## config.mk

```make
export PLATFORM = sky130hd
export DESIGN_NAME = run_control
export DESIGN_NICKNAME = d
export VERILOG_FILES = /design/src/rtl/run_control_pkg.sv /design/src/rtl/run_control_debouncer.sv /design/src/rtl/run_control.sv
export SDC_FILE = /design/constraint.sdc
export NUM_CORES = 1
export LEC_CHECK = 0
export CORE_ASPECT_RATIO = 0.5
export CORE_MARGIN = 3
export CORE_UTILIZATION = 52
export CTS_BUF_LIST = sky130_fd_sc_hd__clkbuf_4 sky130_fd_sc_hd__clkbuf_8
export DETAILED_ROUTE_END_ITERATION = 8
export PLACE_DENSITY = 0.76
export SLEW_MARGIN = 0
export SYNTH_ARGS = -nofsm -noshare
export SYNTH_HDL_FRONTEND = slang
export SYNTH_SLANG_ARGS = --single-unit
```

## constraint.sdc

```tcl
create_clock -name clk -period 1.8 [get_ports clk]
set_input_delay 0.36 -clock clk [delete_from_list [all_inputs] [get_ports clk]]
set_output_delay 0.36 -clock clk [all_outputs]
set_load 0.02 [all_outputs]
```

## src/rtl/run_control_pkg.sv

```systemverilog
// Shared types and helpers for the run/step controller: state encodings,
// divider frequency codes and the state-to-divider-input mapping.
package run_control_pkg;

  typedef enum logic [1:0] {
    IDLE  = 2'd0,
    RUN   = 2'd1,
    STEP  = 2'd2,
    PHALT = 2'd3
  } state_t;

  localparam logic [1:0] FREQ_SLOW = 2'b00;
  localparam logic [1:0] FREQ_MED  = 2'b01;
  localparam logic [1:0] FREQ_FAST = 2'b10;
  localparam logic [1:0] FREQ_MAX  = 2'b11;

  function automatic logic halt_for(input state_t s);
    return (s == IDLE) || (s == PHALT);
  endfunction

  // Edge-counted stepping cannot keep up with the fastest divider setting.
  function automatic logic [1:0] freq_for(input state_t s, input logic [1:0] sw);
    if (s == STEP && sw == FREQ_MAX) return FREQ_MED;
    return sw;
  endfunction

endpackage

```

## src/rtl/run_control_debouncer.sv

```systemverilog
// Button conditioner: 2-FF synchronizer followed by a stability counter that
// emits a single press pulse per accepted high level.
module debouncer #(
  parameter int DEBOUNCE_CYCLES = 250000
) (
  input  logic clk,
  input  logic reset,
  input  logic raw,
  output logic press
);

  localparam int CW = (DEBOUNCE_CYCLES > 1) ? $clog2(DEBOUNCE_CYCLES) : 1;
  localparam logic [CW-1:0] LAST = CW'(DEBOUNCE_CYCLES - 1);

  logic          sync1;
  logic          sync2;
  logic          level;
  logic [CW-1:0] cnt;

  always_ff @(posedge clk) begin
    if (reset) begin
      sync1 <= 1'b0;
      sync2 <= 1'b0;
      level <= 1'b0;
      cnt   <= '0;
      press <= 1'b0;
    end else begin
      sync1 <= raw;
      sync2 <= sync1;
      press <= 1'b0;
      // The counter only runs while the synced level disagrees with the
      // accepted one, so any bounce back restarts the stability window.
      if (sync2 != level) begin
        if (cnt == LAST) begin
          level <= sync2;
          cnt   <= '0;
          press <= sync2;
        end else begin
          cnt <= cnt + 1'b1;
        end
      end else begin
        cnt <= '0;
      end
    end
  end

endmodule

```

## src/rtl/run_control.sv

```systemverilog
// Run/step controller: turns debounced run/step presses into divider Halt and
// freq controls, counts processor clock edges and runs multi-cycle steps.
module run_control
  import run_control_pkg::*;
#(
  parameter int DEBOUNCE_CYCLES = 250000
) (
  input  logic        clk,
  input  logic        reset,
  input  logic        btn_run,
  input  logic        btn_step,
  input  logic [1:0]  sw_freq,
  input  logic [7:0]  step_len,
  input  logic        proc_halt,
  input  logic        clk_out,
  output logic        Halt,
  output logic [1:0]  freq,
  output logic [31:0] cycle_count,
  output logic [1:0]  ctl_state,
  output logic        step_done
);

  logic   run_pulse;
  logic   step_pulse;
  logic   co_sync1;
  logic   co_sync2;
  logic   co_prev;
  logic   co_rise;
  logic   rise_reg;
  logic [7:0] remaining;
  state_t state;

  debouncer #(.DEBOUNCE_CYCLES(DEBOUNCE_CYCLES)) u_run_db (
    .clk   (clk),
    .reset (reset),
    .raw   (btn_run),
    .press (run_pulse)
  );

  debouncer #(.DEBOUNCE_CYCLES(DEBOUNCE_CYCLES)) u_step_db (
    .clk   (clk),
    .reset (reset),
    .raw   (btn_step),
    .press (step_pulse)
  );

  assign co_rise   = co_sync2 & ~co_prev;
  assign ctl_state = state;

  always_ff @(posedge clk) begin
    if (reset) begin
      co_sync1 <= 1'b0;
      co_sync2 <= 1'b0;
      co_prev  <= 1'b0;
      rise_reg <= 1'b0;
    end else begin
      co_sync1 <= clk_out;
      co_sync2 <= co_sync1;
      co_prev  <= co_sync2;
      rise_reg <= co_rise;
    end
  end

  always_ff @(posedge clk) begin
    if (reset) begin
      cycle_count <= '0;
    end else if (co_rise) begin
      cycle_count <= cycle_count + 32'd1;
    end
  end

  // Step bookkeeping uses the registered edge, so Halt rises four clk cycles
  // after the final stepped edge while clk_out is still high.
  always_ff @(posedge clk) begin
    if (reset) begin
      state     <= IDLE;
      remaining <= 8'd0;
      Halt      <= 1'b1;
      freq      <= FREQ_SLOW;
      step_done <= 1'b0;
    end else begin
      step_done <= 1'b0;
      Halt      <= halt_for(state);
      freq      <= freq_for(state, sw_freq);
      if (state != PHALT && proc_halt) begin
        state <= PHALT;
        Halt  <= halt_for(PHALT);
        freq  <= freq_for(PHALT, sw_freq);
      end else begin
        case (state)
          IDLE: begin
            if (run_pulse) begin
              state <= RUN;
              Halt  <= halt_for(RUN);
              freq  <= freq_for(RUN, sw_freq);
            end else if (step_pulse) begin
              state     <= STEP;
              remaining <= (step_len == 8'd0) ? 8'd1 : step_len;
              Halt      <= halt_for(STEP);
              freq      <= freq_for(STEP, sw_freq);
            end
          end
          RUN: begin
            if (run_pulse) begin
              state <= IDLE;
              Halt  <= halt_for(IDLE);
              freq  <= freq_for(IDLE, sw_freq);
            end
          end
          STEP: begin
            if (rise_reg) begin
              if (remaining <= 8'd1) begin
                remaining <= 8'd0;
                state     <= IDLE;
                step_done <= 1'b1;
                Halt      <= halt_for(IDLE);
                freq      <= freq_for(IDLE, sw_freq);
              end else begin
                remaining <= remaining - 8'd1;
              end
            end
          end
          default: ;
        endcase
      end
    end
  end

endmodule

```

# --- Yosys cells after proc, flatten, opt, wreduce, memory -nomap -nowiden ---
# Cells that the tools add are included.
# Widths: inputs -> output; s select.
word_totals:
  reg_bits: 94
  latchBits: 0
  mem_bits_rw: 0
  mem_bits_ro: 0
  inputBits: 16
  out_inout_bits: 38
  wordCells: 106
  memories: 0
classes:
  add_sub_neg: 4
  n_mul: 0
  div: 0
  magnitude_cmp: 1
  n_eq_ne: 16
  shifts: 0
  n_mux: 39
  n_bitwise: 9
  reduce_logical: 17
op_table:
  columns: ["operator", "count"]
  rows:
  - ["$mux 8", 5]
  - ["$add 18x1->18 const B", 2]
  - ["$eq 18x18->1 const B", 2]
  - ["$add 32x1->32 const B", 1]
  - ["$mux 2", 16]
  - ["$pmux 8 s2", 1]
  - ["$mux 1", 14]
  - ["$pmux 2 s3", 2]
  - ["$reduce_or 3->1", 4]
  - ["$reduce_and 5->1", 2]
  - ["$le 8x1->1 const B", 1]
  - ["$logic_not 8->1", 1]
  - ["$not 1->1", 8]
  - ["$sub 8x1->8 const B", 1]
  - ["$eq 2x2->1 const B", 3]
  - ["$ne 2x2->1 const B", 3]
  - ["$ne 3x2->1 const B", 2]
  - ["$ne 4x1->1 const B", 1]
  - ["$reduce_and 2->1", 2]
  - ["$reduce_bool 4->1", 1]
  - ["$reduce_or 4->1", 1]
  - ["$ne 3x1->1 const B", 1]
  - ["$pmux 1 s3", 1]
  - ["$eq 2x1->1 const B", 1]
  - ["other kinds (8)", 10]

# --- Depth between registers and ports, before layout ---
# Gate-level depths: netlist of the first run.
depth:
  word_depth: 12
  depth_mapped: 8
  depth_no_buf: 6

# --- By module ---
# Synthesis of the first run repeated with hierarchy kept, for this count alone.
unflattened:
  hier_cells: 528
  hier_area_um2: 4618.2
modules_own_cells:
  columns: ["mod", "instances", "cells_each", "area_per_inst_um2", "seq_area_each_um2"]
  rows:
  - ["run_control", 1, 316, 2686.3, 1001.0]
  - ["debouncer", 2, 106, 965.9, 440.4]

# --- Least setup slack after synthesis of the first run ---
# No wires, ideal clock.
synth_timing:
  path_kind: "register to register"
  startpoint: "reg remaining[0]"
  endpoint: "reg remaining[7]"
  setup_time_ps: 59
  arrival_time_ps: 1831
  t_required_ps: 1741
  setup_slack_ps: -89
  path_stages_with_launch: 7
  path_buffers: 0
  period_less_slack_ps: 1889
  path_cell_list: "dfxtp_1 > inv_1 > ha_1 > or2_2 > or4_1 > a311o_1 > nand2_1"
synth_via:
  elab_chain_cells: 4
  word_cells_on_any_way: 5
  classes_between: "add/sub: 1; order compare: 1; mux: 3"
synth_lines:
  columns: ["item", "line", "text"]
  rows:
  - ["start: declaration", "run_control.sv:30", "logic [7:0] remaining;"]
  - ["start signal: assignment", "run_control.sv:98", "remaining <= (step_len == 8'd0) ? 8'd1 : step_len;"]
  - ["start signal: assignment", "run_control.sv:119", "remaining <= remaining - 8'd1;"]
  - ["$sub 8x1->8 or $le 8x1->1 (tied branches)", "run_control.sv:119, run_control.sv:112", null]
  - ["$mux 8 *", "run_control.sv:112", "if (remaining <= 8'd1) begin"]
  - ["$mux 8 *", "run_control.sv:111", "if (rise_reg) begin"]
  - ["$pmux 8 s2 *", "run_control.sv:90", "case (state)"]
# Mark *: on every way between the ends. The rest lies on a longest branch, timed or not. The select of a mux whose other input is x is not followed.
# A chain may end at the register's enable or synchronous reset.

# --- Worst setup path after layout of the first run ---
layout_timing:
  startpoint: "reg remaining[4]"
  endpoint: "reg state[1] (netlist: ctl_state[1])"
layout_via:
  elab_chain_cells: 3
layout_lines:
  columns: ["item", "line", "text"]
  rows:
  - ["$le 8x1->1", "run_control.sv:112", null]
  - ["$ne 3x1->1 (no source line)", null, null]
  - ["$reduce_and 5->1 (no source line)", null, null]
  - ["end signal: assignment", "run_control.sv:97", "state <= STEP;"]
  - ["end signal: assignment", "run_control.sv:105", "state <= IDLE;"]
  - ["end signal: assignment", "run_control.sv:114", "state <= IDLE;"]
  - ["end: declaration", "run_control.sv:31", "state_t state;"]
# No other way between the ends.

==> results of run 1 <==
==> layout make-up <==
cell class                 instances  area, um2
multi-input combinational        395       2720
fill                             635       2290
sequential                        94       1900
timing repair buffer             101        933
tap                              112        140
clock buffer                      10        138
clock inverter                     6       85.1
inverter                          21       81.3
==> logic make-up (layout without fill, tap and decap cells) <==
logic type | count (synthesis) | count (layout)
AOI/OAI and AO/OA | 77 | 77
xor gates and xnor gates | 36 | 36
adders and majority gates | 9 | 9
buffers and inverters | 41 | 138
DFF | 94 | 94
muxes | 16 | 16
and+or+nand+nor | 257 | 257
==> repair_timing <==
action	CTS	global route
gates resized for setup	17	41
endpoints found under the setup margin	19	34
pin swaps	1	6
buffers inserted	0	3
==> synthesized netlist by cell type, types with 3 or more instances <==
| cell type | number | area (um2) |
|---|---|---|
| sky130_fd_sc_hd__o32ai_1 | 4 | 35.0 |
| sky130_fd_sc_hd__nand2_1 | 24 | 90.1 |
| sky130_fd_sc_hd__or4_1 | 14 | 105 |
| sky130_fd_sc_hd__nand4_1 | 17 | 106 |
| sky130_fd_sc_hd__ha_1 | 9 | 113 |
| sky130_fd_sc_hd__xor2_1 | 15 | 131 |
| sky130_fd_sc_hd__a21oi_1 | 25 | 125 |
| sky130_fd_sc_hd__nor4b_1 | 4 | 35.0 |
| sky130_fd_sc_hd__mux2_2 | 14 | 158 |
| sky130_fd_sc_hd__nor4_1 | 24 | 150 |
| sky130_fd_sc_hd__nand2b_1 | 6 | 37.5 |
| sky130_fd_sc_hd__clkbuf_1 | 14 | 52.6 |
| sky130_fd_sc_hd__xnor2_1 | 21 | 184 |
| sky130_fd_sc_hd__nor3_1 | 11 | 55.1 |
| sky130_fd_sc_hd__o21ai_0 | 8 | 40.0 |
| sky130_fd_sc_hd__dfxtp_1 | 94 | 1880 |
| sky130_fd_sc_hd__o31ai_1 | 11 | 82.6 |
| sky130_fd_sc_hd__or3_1 | 9 | 56.3 |
| sky130_fd_sc_hd__and3_1 | 10 | 62.6 |
| sky130_fd_sc_hd__buf_1 | 3 | 11.3 |
| sky130_fd_sc_hd__a31oi_1 | 3 | 18.8 |
| sky130_fd_sc_hd__and4_1 | 7 | 61.3 |
| sky130_fd_sc_hd__buf_2 | 3 | 15.0 |
| sky130_fd_sc_hd__nand3_1 | 29 | 145 |
| sky130_fd_sc_hd__inv_1 | 21 | 78.8 |
| sky130_fd_sc_hd__nor2b_1 | 26 | 163 |
| sky130_fd_sc_hd__nor2_1 | 62 | 233 |
==> power by group through the flow <==
stage	logic [mW]	clock network [mW]	registers, mW
final	1.44	1.57	2.25
after global routing	1.55	1.68	2.26
after CTS	1.25	1.61	2.23
after detailed placement	1.22	0	2.27
after global placement	1.19	0	2.27
after floorplan	0.765	0	2.30
==> cell usage in the layout (no fill, tap or decap), types with 5 or more instances in the layout <==
| master | instances |
|---|---|
| sky130_fd_sc_hd__dfxtp_1 | 82 |
| sky130_fd_sc_hd__nor2_1 | 61 |
| sky130_fd_sc_hd__buf_4 | 43 |
| sky130_fd_sc_hd__clkdlybuf4s50_1 | 33 |
| sky130_fd_sc_hd__nand3_1 | 28 |
| sky130_fd_sc_hd__nor2b_1 | 25 |
| sky130_fd_sc_hd__a21oi_1 | 25 |
| sky130_fd_sc_hd__nand2_1 | 24 |
| sky130_fd_sc_hd__xnor2_1 | 21 |
| sky130_fd_sc_hd__inv_1 | 18 |
| sky130_fd_sc_hd__nand4_1 | 17 |
| sky130_fd_sc_hd__nor4_1 | 16 |
| sky130_fd_sc_hd__xor2_1 | 15 |
| sky130_fd_sc_hd__mux2_2 | 14 |
| sky130_fd_sc_hd__or4_1 | 13 |
| sky130_fd_sc_hd__dlygate4sd2_1 | 12 |
| sky130_fd_sc_hd__o31ai_1 | 11 |
| sky130_fd_sc_hd__nor3_1 | 11 |
| sky130_fd_sc_hd__dfxtp_2 | 11 |
| sky130_fd_sc_hd__and3_1 | 10 |
| sky130_fd_sc_hd__clkbuf_8 | 10 |
| sky130_fd_sc_hd__or3_1 | 9 |
| sky130_fd_sc_hd__o21ai_0 | 8 |
| sky130_fd_sc_hd__nor4_2 | 7 |
| sky130_fd_sc_hd__dlymetal6s2s_1 | 7 |
| sky130_fd_sc_hd__and4_1 | 6 |
| sky130_fd_sc_hd__nand2b_1 | 5 |
| sky130_fd_sc_hd__ha_1 | 5 |
==> worst max-delay path, cell delays in order (launching register included) <==
cell	delay [ps]
sky130_fd_sc_hd__dfxtp_1	360
sky130_fd_sc_hd__nor3_1	320
sky130_fd_sc_hd__nand4_1	300
sky130_fd_sc_hd__a221o_1	410
sky130_fd_sc_hd__a221oi_1	300
==> routing by layer <==
metal	up-vias	part of all wire, %	wire length, um	GRT usage, %
li1	2132	-	-	-
met4	0	1.5	167	5.42
met2	140	44	4910	35.8
met1	2029	48	5350	28.7
met3	20	5.7	635	5.33
met5	-	0	0	0
==> worst paths after layout <==
| kind | slack [ps] | startpoint | endpoint |
|---|---|---|---|
| hold reg to reg | 450 | co_sync1$_SDFF_PP0_ | co_sync2$_SDFF_PP0_ |
| setup / recovery | 20 | remaining[4]$_SDFFE_PP0P_ | ctl_state[1]$_SDFFE_PP0P_ |
| setup reg to reg | 20 | remaining[4]$_SDFFE_PP0P_ | ctl_state[1]$_SDFFE_PP0P_ |
| hold / removal | 450 | co_sync1$_SDFF_PP0_ | co_sync2$_SDFF_PP0_ |
==> results.md, run 1 <==
* Dpl cell area at 0.00557 mm2
* Internal power at 3.67 mW
* Async set-or-reset flop fraction in the synthesized netlist at 0%
* Area enclosed by the die boundary at approximately 0.01 mm2
* Total power at 5.25 mW
* Flip-flop count of the largest register after layout at 32
* TritonCTS clock tree: built
* Final net count at about 650
* Critical Path Source Type: flop
* Share of the synthesized area in compound gates (AO/OA/AOI/OAI) at 11.5%
* Final min period at 1780 ps
* Root Buffer Master: sky130_fd_sc_hd__clkbuf_8
* CORE AREA at ~0.0083 mm2
* Cell total after placement at 720
* Clk network pwr share at approximately 30%
* Largest net degree at the start of global routing at 34
* XOR/XNOR Fraction of Synth Area at 6.87%
* Vias per cell at between 5 and 6
* Sequential cell area fraction in the yosys report at approximately two fifths
* Total number of placement rows at 23
* I/O pins at 54
* Largest fanout on the critical path at 5
* Number of hold-slack violations in the final timing report at 0
* Max_cap viols at 0
* Via count of the first global-routing pass at between 3000 and 4000
* Gate Count Post-Synth at 530
* Final number of max-transition violations at 0
* Data arrival, critical path at about 2100 ps
* Initial core utilization at between 50% and 60%
* Cts bufs inserted at 9
* Standby leakage power at 2.26 nW
* Worst-path clk slew at 100 ps
* Power per cell area at 876 mW/mm2
* TNS Setup at 0 ps
* Remaining global-route overflow at 0
* Critical path endpoint category: flop
* Achievable Freq at 561 MHz
* Number of buffers inserted by port buffering at 53
* Maximum root-to-sink buffer count at 2
* Maximum level of the CTS H-tree at 3
* Antenna diode count at 0
* Simple-gate share of the synthesized area at 30.9%
* R2R depth at 4
* Worst min-delay path class: reg -> reg
* Worst Hold Path Cells at 1
* Global placement routability congestion at 0.837
* Fraction of the core area covered by cells at the end of the flow at 72.3%
* Regs by FF count: cycle_count: 32 flops, u_run_db.cnt: 18 flops, u_step_db.cnt: 18 flops
* EDFF count, synth at 0
* First-pass detailed-route iteration total at 5
* Maximum ir drop on the vdd rail at 0.742 mV
* Largest register by flop count: cycle_count
* Vertical extent of the die at around 72 um
* Setup repair after global routing missed its margin: yes
* Synthesis Warnings at 0
* Adder-Cell Fraction of Synth Area at around 2.5%
* Sinks on Clock Net at 94
* Status: finished, final reports clean
* Flip-flop and latch count after synthesis at 94
* Final setup violation count at 0
* First-pass GRT wire length at 18200 um
* Die extent in x at 139 um
* Switching portion of total power at 30.2%
* Data required time at the worst endpoint at 2080 ps
* Share of the clock period used by the worst path after layout at 99.0%
* Routed wire per std cell at 15.0 um
* Critical setup path kind: reg -> reg
* Combinational share of power at 27.3%
* Power share of the sequential group at between 40 and 50%
* Dominant combinational cell family by area after synthesis: simple AND/OR/NAND/NOR gates
* Number of distinct standard cells referenced by the synthesized netlist at 61
* Most instantiated flip-flop cell in the synthesis netlist: sky130_fd_sc_hd__dfxtp_1
* Normalized max-slew margin at 60.2%
* Transition time at the pin with the least slew margin at 597 ps
* Hold_buf cts at 0
* Final setup skew at roughly 13 ps
* Clock insertion delay at the later pin of the skew report at 380 ps
* Detailed placement HPWL at about 7400 um
* DRC violation count after routing at 0
* Summed instance area of the synthesized netlist at 0.00459 mm2
* Area of all placed cells without fillers at 0.00599 mm2
* Psw at around 1.6 mW
* Antenna-violating nets left at 0
* Final cell count without fillers at 739
* Layout cell share with drive strength beyond 1 at 20.1%
* Detailed router's first-iteration violation count at 239
* DR vias at 4321
* Portion of netlist area occupied by mux cells at 3.87%
* Overall routed net length at 11100 um
* Hold Slack at ~450 ps
* Synthesized netlist net count at 555
* Global-route usage over all layers at roughly 22%
* Layout-stage area growth over the synthesis result at 30.6%
* Placement Setup Slack at -127 ps
* Mean instance size in the synthesized netlist at 8.66 um2
* Post-layout worst setup margin at 18.7 ps
* Antenna violations before repair at 0
(Power assumes the default switching activity.)
==> inputs of run 2 (changes only) <==
--- a/config.mk
+++ b/config.mk
@@ -8,7 +8,8 @@
 export CORE_ASPECT_RATIO = 0.5
 export CORE_MARGIN = 3
 export CORE_UTILIZATION = 52
-export CTS_BUF_LIST = sky130_fd_sc_hd__clkbuf_4 sky130_fd_sc_hd__clkbuf_8
+export CTS_BUF_LIST = sky130_fd_sc_hd__clkbuf_8
+export CTS_CLUSTER_SIZE = 20
 export DETAILED_ROUTE_END_ITERATION = 8
 export PLACE_DENSITY = 0.76
 export SLEW_MARGIN = 0
==> results of run 2 <==
Same layout as run 1: the final DEF is identical, and so are final timing and power.
==> inputs of run 3 (changes only) <==
--- a/config.mk
+++ b/config.mk
@@ -15,4 +15,5 @@
 export SLEW_MARGIN = 0
 export SYNTH_ARGS = -nofsm -noshare
 export SYNTH_HDL_FRONTEND = slang
+export SYNTH_HIERARCHICAL = 1
 export SYNTH_SLANG_ARGS = --single-unit
==> run 3 against run 2 <==
Compared with the run above:
- highest routed layer unchanged
- core utilization shrank 2.2 points
- critical endpoint is now remaining[1]$_SDFFE_PP0P_
- non-clock buffer count grew 6
- total power shrank 4.6%
- register-to-register slack gained 40 ps
==> results.md, run 3 <==
* Power per cell area at 860 mW/mm2 (was 876 mW/mm2)
* Regs by FF count: cycle_count: 32 flops, u_run_db/cnt: 18 flops, u_step_db/cnt: 18 flops (was cycle_count: 32 flops, u_run_db.cnt: 18 flops, u_step_db.cnt: 18 flops)
* Hold_buf cts at 0 (unchanged)
* Most instantiated flip-flop cell in the synthesis netlist: sky130_fd_sc_hd__dfxtp_1 (unchanged)
* Leading cell type in the layout, fill and taps excluded: sky130_fd_sc_hd__dfxtp_1 (unchanged)
* Clock insertion delay at the later pin of the skew report at 370 ps (was 380 ps)
* Highest-count cells in the layout ignoring fill and taps: sky130_fd_sc_hd__dfxtp_1, sky130_fd_sc_hd__nor2_1, sky130_fd_sc_hd__buf_4 (unchanged)
* Total number of placement rows at 23 (unchanged)
* Max_cap viols at 0 (unchanged)
* Data required time at the worst endpoint at 2030 ps (was 2080 ps)
* Flip-flop count of the largest register after layout at 32 (unchanged)
* Min-Delay Startpoint: reset (was co_sync1$_SDFF_PP0_)
* Sinks on Clock Net at 94 (unchanged)
* Setup repair after global routing missed its margin: yes (unchanged)
* First-pass GRT wire length at 18500 um (was 18200 um)
* Sequential cell area fraction in the yosys report at 40.7% (was 41.0%)
* Hold Slack at 343 ps (was 450 ps)
* Kind of cell adding the most delay to the critical path: compound AO/OA/AOI/OAI gates (unchanged)
* Initial core utilization at 55.5% (was 55.4%)
* Sequence of cells on the critical path: or3_1, o31ai_1, a2bb2oi_1, a311oi_1 (was nor3_1, nand4_1, a221o_1, a221oi_1)
* Fraction of synthesized cell area taken by the top area cell type at 40.7% (was 41.0%)
* Most common library cells after synthesis: sky130_fd_sc_hd__dfxtp_1, sky130_fd_sc_hd__nor2_1, sky130_fd_sc_hd__xnor2_1, sky130_fd_sc_hd__a21oi_1 (was sky130_fd_sc_hd__dfxtp_1, sky130_fd_sc_hd__nor2_1, sky130_fd_sc_hd__nand3_1, sky130_fd_sc_hd__nor2b_1, sky130_fd_sc_hd__a21oi_1)
* Area enclosed by the die boundary at 0.0101 mm2 (about the same)
* Mean instance size in the synthesized netlist at 8.75 um2 (was 8.66 um2)
* Summed instance area of the synthesized netlist at 0.00462 mm2 (was 0.00459 mm2)
* Worst min-delay path class: in -> reg (was reg -> reg)
* Final setup violation count at 0 (unchanged)
* Critical path endpoint category: flop (unchanged)
* Number of distinct standard cells referenced by the synthesized netlist at 55 (was 61)
* Remaining global-route overflow at 0 (unchanged)
* Data arrival, critical path at 1970 ps (was 2060 ps)
* Slowest cell delay on critical path at 500 ps (was 410 ps)
* Layout cell share with drive strength beyond 1 at 17.0% (was 20.1%)
* Final setup skew at 11.3 ps (was 13.0 ps)
* Final net count at 648 (was 647)
* Worst-path clk slew at 80 ps (was 100 ps)
* Area of all placed cells without fillers at 0.00583 mm2 (was 0.00599 mm2)
* Antenna diode count at 0 (unchanged)
* Maximum level of the CTS H-tree at 3 (unchanged)
* Die extent in x at 139 um (about the same)
* Largest fanout on the critical path at 5 (unchanged)
* TritonCTS clock tree: built (unchanged)
* Maximum root-to-sink buffer count at 2 (unchanged)
* Multi-input gate area in the final layout at 0.00262 mm2 (was 0.00272 mm2)
* Final min period at 1740 ps (was 1780 ps)
* Largest net degree at the start of global routing at 18 (was 34)
* Global placement routability congestion at 1.00 (was 0.837)
* Layout-stage area growth over the synthesis result at 26.2% (was 30.6%)
* Dpl cell area at 0.00555 mm2 (was 0.00557 mm2)
* Number of hold-slack violations in the final timing report at 0 (unchanged)
* Status: finished, final reports clean (unchanged)
* Overall routed net length at 10800 um (was 11100 um)
* Critical path startpoint: remaining[2]$_SDFFE_PP0P_ (was remaining[4]$_SDFFE_PP0P_)
* Vias per cell at 5.76 (was 5.85)
* Number of buffers inserted by port buffering at 53 (unchanged)
* Vertical extent of the die at 72.6 um (was 72.4 um)
* Leading post-synthesis cells by cell area: sky130_fd_sc_hd__dfxtp_1, sky130_fd_sc_hd__xnor2_1, sky130_fd_sc_hd__nor2_1 (was sky130_fd_sc_hd__dfxtp_1, sky130_fd_sc_hd__nor2_1, sky130_fd_sc_hd__xnor2_1)
* Most area-hungry cell type in the Yosys netlist: sky130_fd_sc_hd__dfxtp_1 (unchanged)
* Flip-flop and latch count after synthesis at 94 (unchanged)
* DRC violation count after routing at 0 (unchanged)
* I/O pins at 54 (unchanged)
* Antenna violations before repair at 0 (unchanged)
* Critical Path Source Type: flop (unchanged)
* First-pass detailed-route iteration total at 6 (was 5)
* Gate Count Post-Synth at 528 (was 530)
* Root Buffer Master: sky130_fd_sc_hd__clkbuf_8 (unchanged)
* Maximum ir drop on the vdd rail at 0.555 mV (was 0.742 mV)
* Synthesis Warnings at 6 (was 0)
* Critical setup path kind: reg -> reg (unchanged)
* Routed wire per std cell at 14.5 um (was 15.0 um)
* Standby leakage power at 2.22 nW (was 2.26 nW)
* Share of the clock period used by the worst path after layout at 96.9% (was 99.0%)
* Normalized max-slew margin at 66.8% (was 60.2%)
* Detailed placement HPWL at 7680 um (was 7430 um)
* Detailed router's first-iteration violation count at 224 (was 239)
* Register cell area after layout at 0.00190 mm2 (about the same)
* Transition time at the pin with the least slew margin at 494 ps (was 597 ps)
* Via count of the first global-routing pass at 4051 (was 3999)
* Count of buffer and inverter cells on the critical path at 0 (unchanged)
* Cts bufs inserted at 9 (unchanged)
* Total power at 5.01 mW (was 5.25 mW)
* Achievable Freq at 573 MHz (was 561 MHz)
* TNS Setup at 0 ps (unchanged)
* Layout filler cell count at 668 (was 635)
* Global-route usage over all layers at 22.0% (was 21.6%)
* Most frequent cell after synthesis: sky130_fd_sc_hd__dfxtp_1 (unchanged)
* Worst reg2reg startpoint: remaining[2]$_SDFFE_PP0P_ (was remaining[4]$_SDFFE_PP0P_)
* Final number of max-transition violations at 0 (unchanged)
* DR vias at 4266 (was 4321)
* Cell at the slowest stage of the critical path: sky130_fd_sc_hd__o31ai_1 (was sky130_fd_sc_hd__a221o_1)
* Async set-or-reset flop fraction in the synthesized netlist at 0% (unchanged)
* Synthesized netlist net count at 553 (was 555)
* Largest register by flop count: cycle_count (unchanged)
* EDFF count, synth at 0 (unchanged)
* Antenna-violating nets left at 0 (unchanged)
* CORE AREA at 0.00832 mm2 (was 0.00829 mm2)
## run 3: cell types whose count changed after synthesis, moves of 4 or more
cell and delta:
sky130_fd_sc_hd__a211oi_1 +4, sky130_fd_sc_hd__a21oi_1 +5, sky130_fd_sc_hd__and2_1 +6, sky130_fd_sc_hd__and3_1 -8, sky130_fd_sc_hd__mux2_2 -12, sky130_fd_sc_hd__nand3_1 -7
sky130_fd_sc_hd__nand4_1 +5, sky130_fd_sc_hd__nor2_1 -5, sky130_fd_sc_hd__nor2b_1 -11, sky130_fd_sc_hd__o21ai_0 +6, sky130_fd_sc_hd__o31ai_1 +7, sky130_fd_sc_hd__xnor2_1 +11
sky130_fd_sc_hd__xor2_1 -5
## run 3: cells by family (layout without fill, tap and decap cells)
family	after synthesis	after routing	synth area share [%]
xor gates and xnor gates	42	42	7.97
buffers and inverters	45	145	4.31
and+or+nand+nor	235	235	29.4
muxes	5	5	1.14
DFF	94	94	40.7
adders and majority gates	9	9	2.44
AOI/OAI and AO/OA	98	98	14.0
## run 3: timing repair
action	in CTS	in global routing
setup buffers	0	5
gates resized for setup	20	26
endpoints found under the hold margin	0	0
pin swaps	0	5
setup endpoints to repair	19	39
gates cloned	0	0
## run 3: report_power, final
part           internal (mW)  switching [mW]  total (mW)  leakage [nW]
sequential              2.18          0.0813        2.26         0.765
clock                  0.523           0.712        1.23        0.0944
combinational          0.682           0.833        1.51          1.36
## run 3: final timing paths
check / to / depth (start not counted) / slack, ps
max: remaining[1]$_SDFFE_PP0P_ / 4 / 60
min: u_run_db/sync2$_SDFF_PP0_ / 2 / 340
max reg2reg: remaining[1]$_SDFFE_PP0P_ / 4 / 60
min reg2reg: u_step_db/sync2$_SDFF_PP0_ / 1 / 450
## run 3: area by class of cell
cell class / instances / area share, %
multi-input combinational: 389 / 44.9
sequential: 94 / 32.6
timing repair buffer: 107 / 15.9
tap: 112 / 2.40
clock buffer: 10 / 2.36
inverter: 22 / 1.42
clock inverter: 6 / 0.515
## run 3: metrics by stage
step / worst slack (ps) / util (%) / cells
floorplan: -37.6 / - / 528
global placement: 66.9 / 66.8 / 719
detailed placement: 24.5 / 66.8 / 719
CTS: 1.07 / 68.5 / 735
finish: 55.7 / 70.1 / 740
global route: -35.8 / 70.1 / 740
## run 3: layer usage
layer	GRT usage (%)	vias to the layer above	share of wire [%]
li1	-	2124	-
met1	28.2	2005	46
met2	36.5	118	46
met3	6.28	19	5.7
met4	7.38	0	1.5
met5	0	-	0
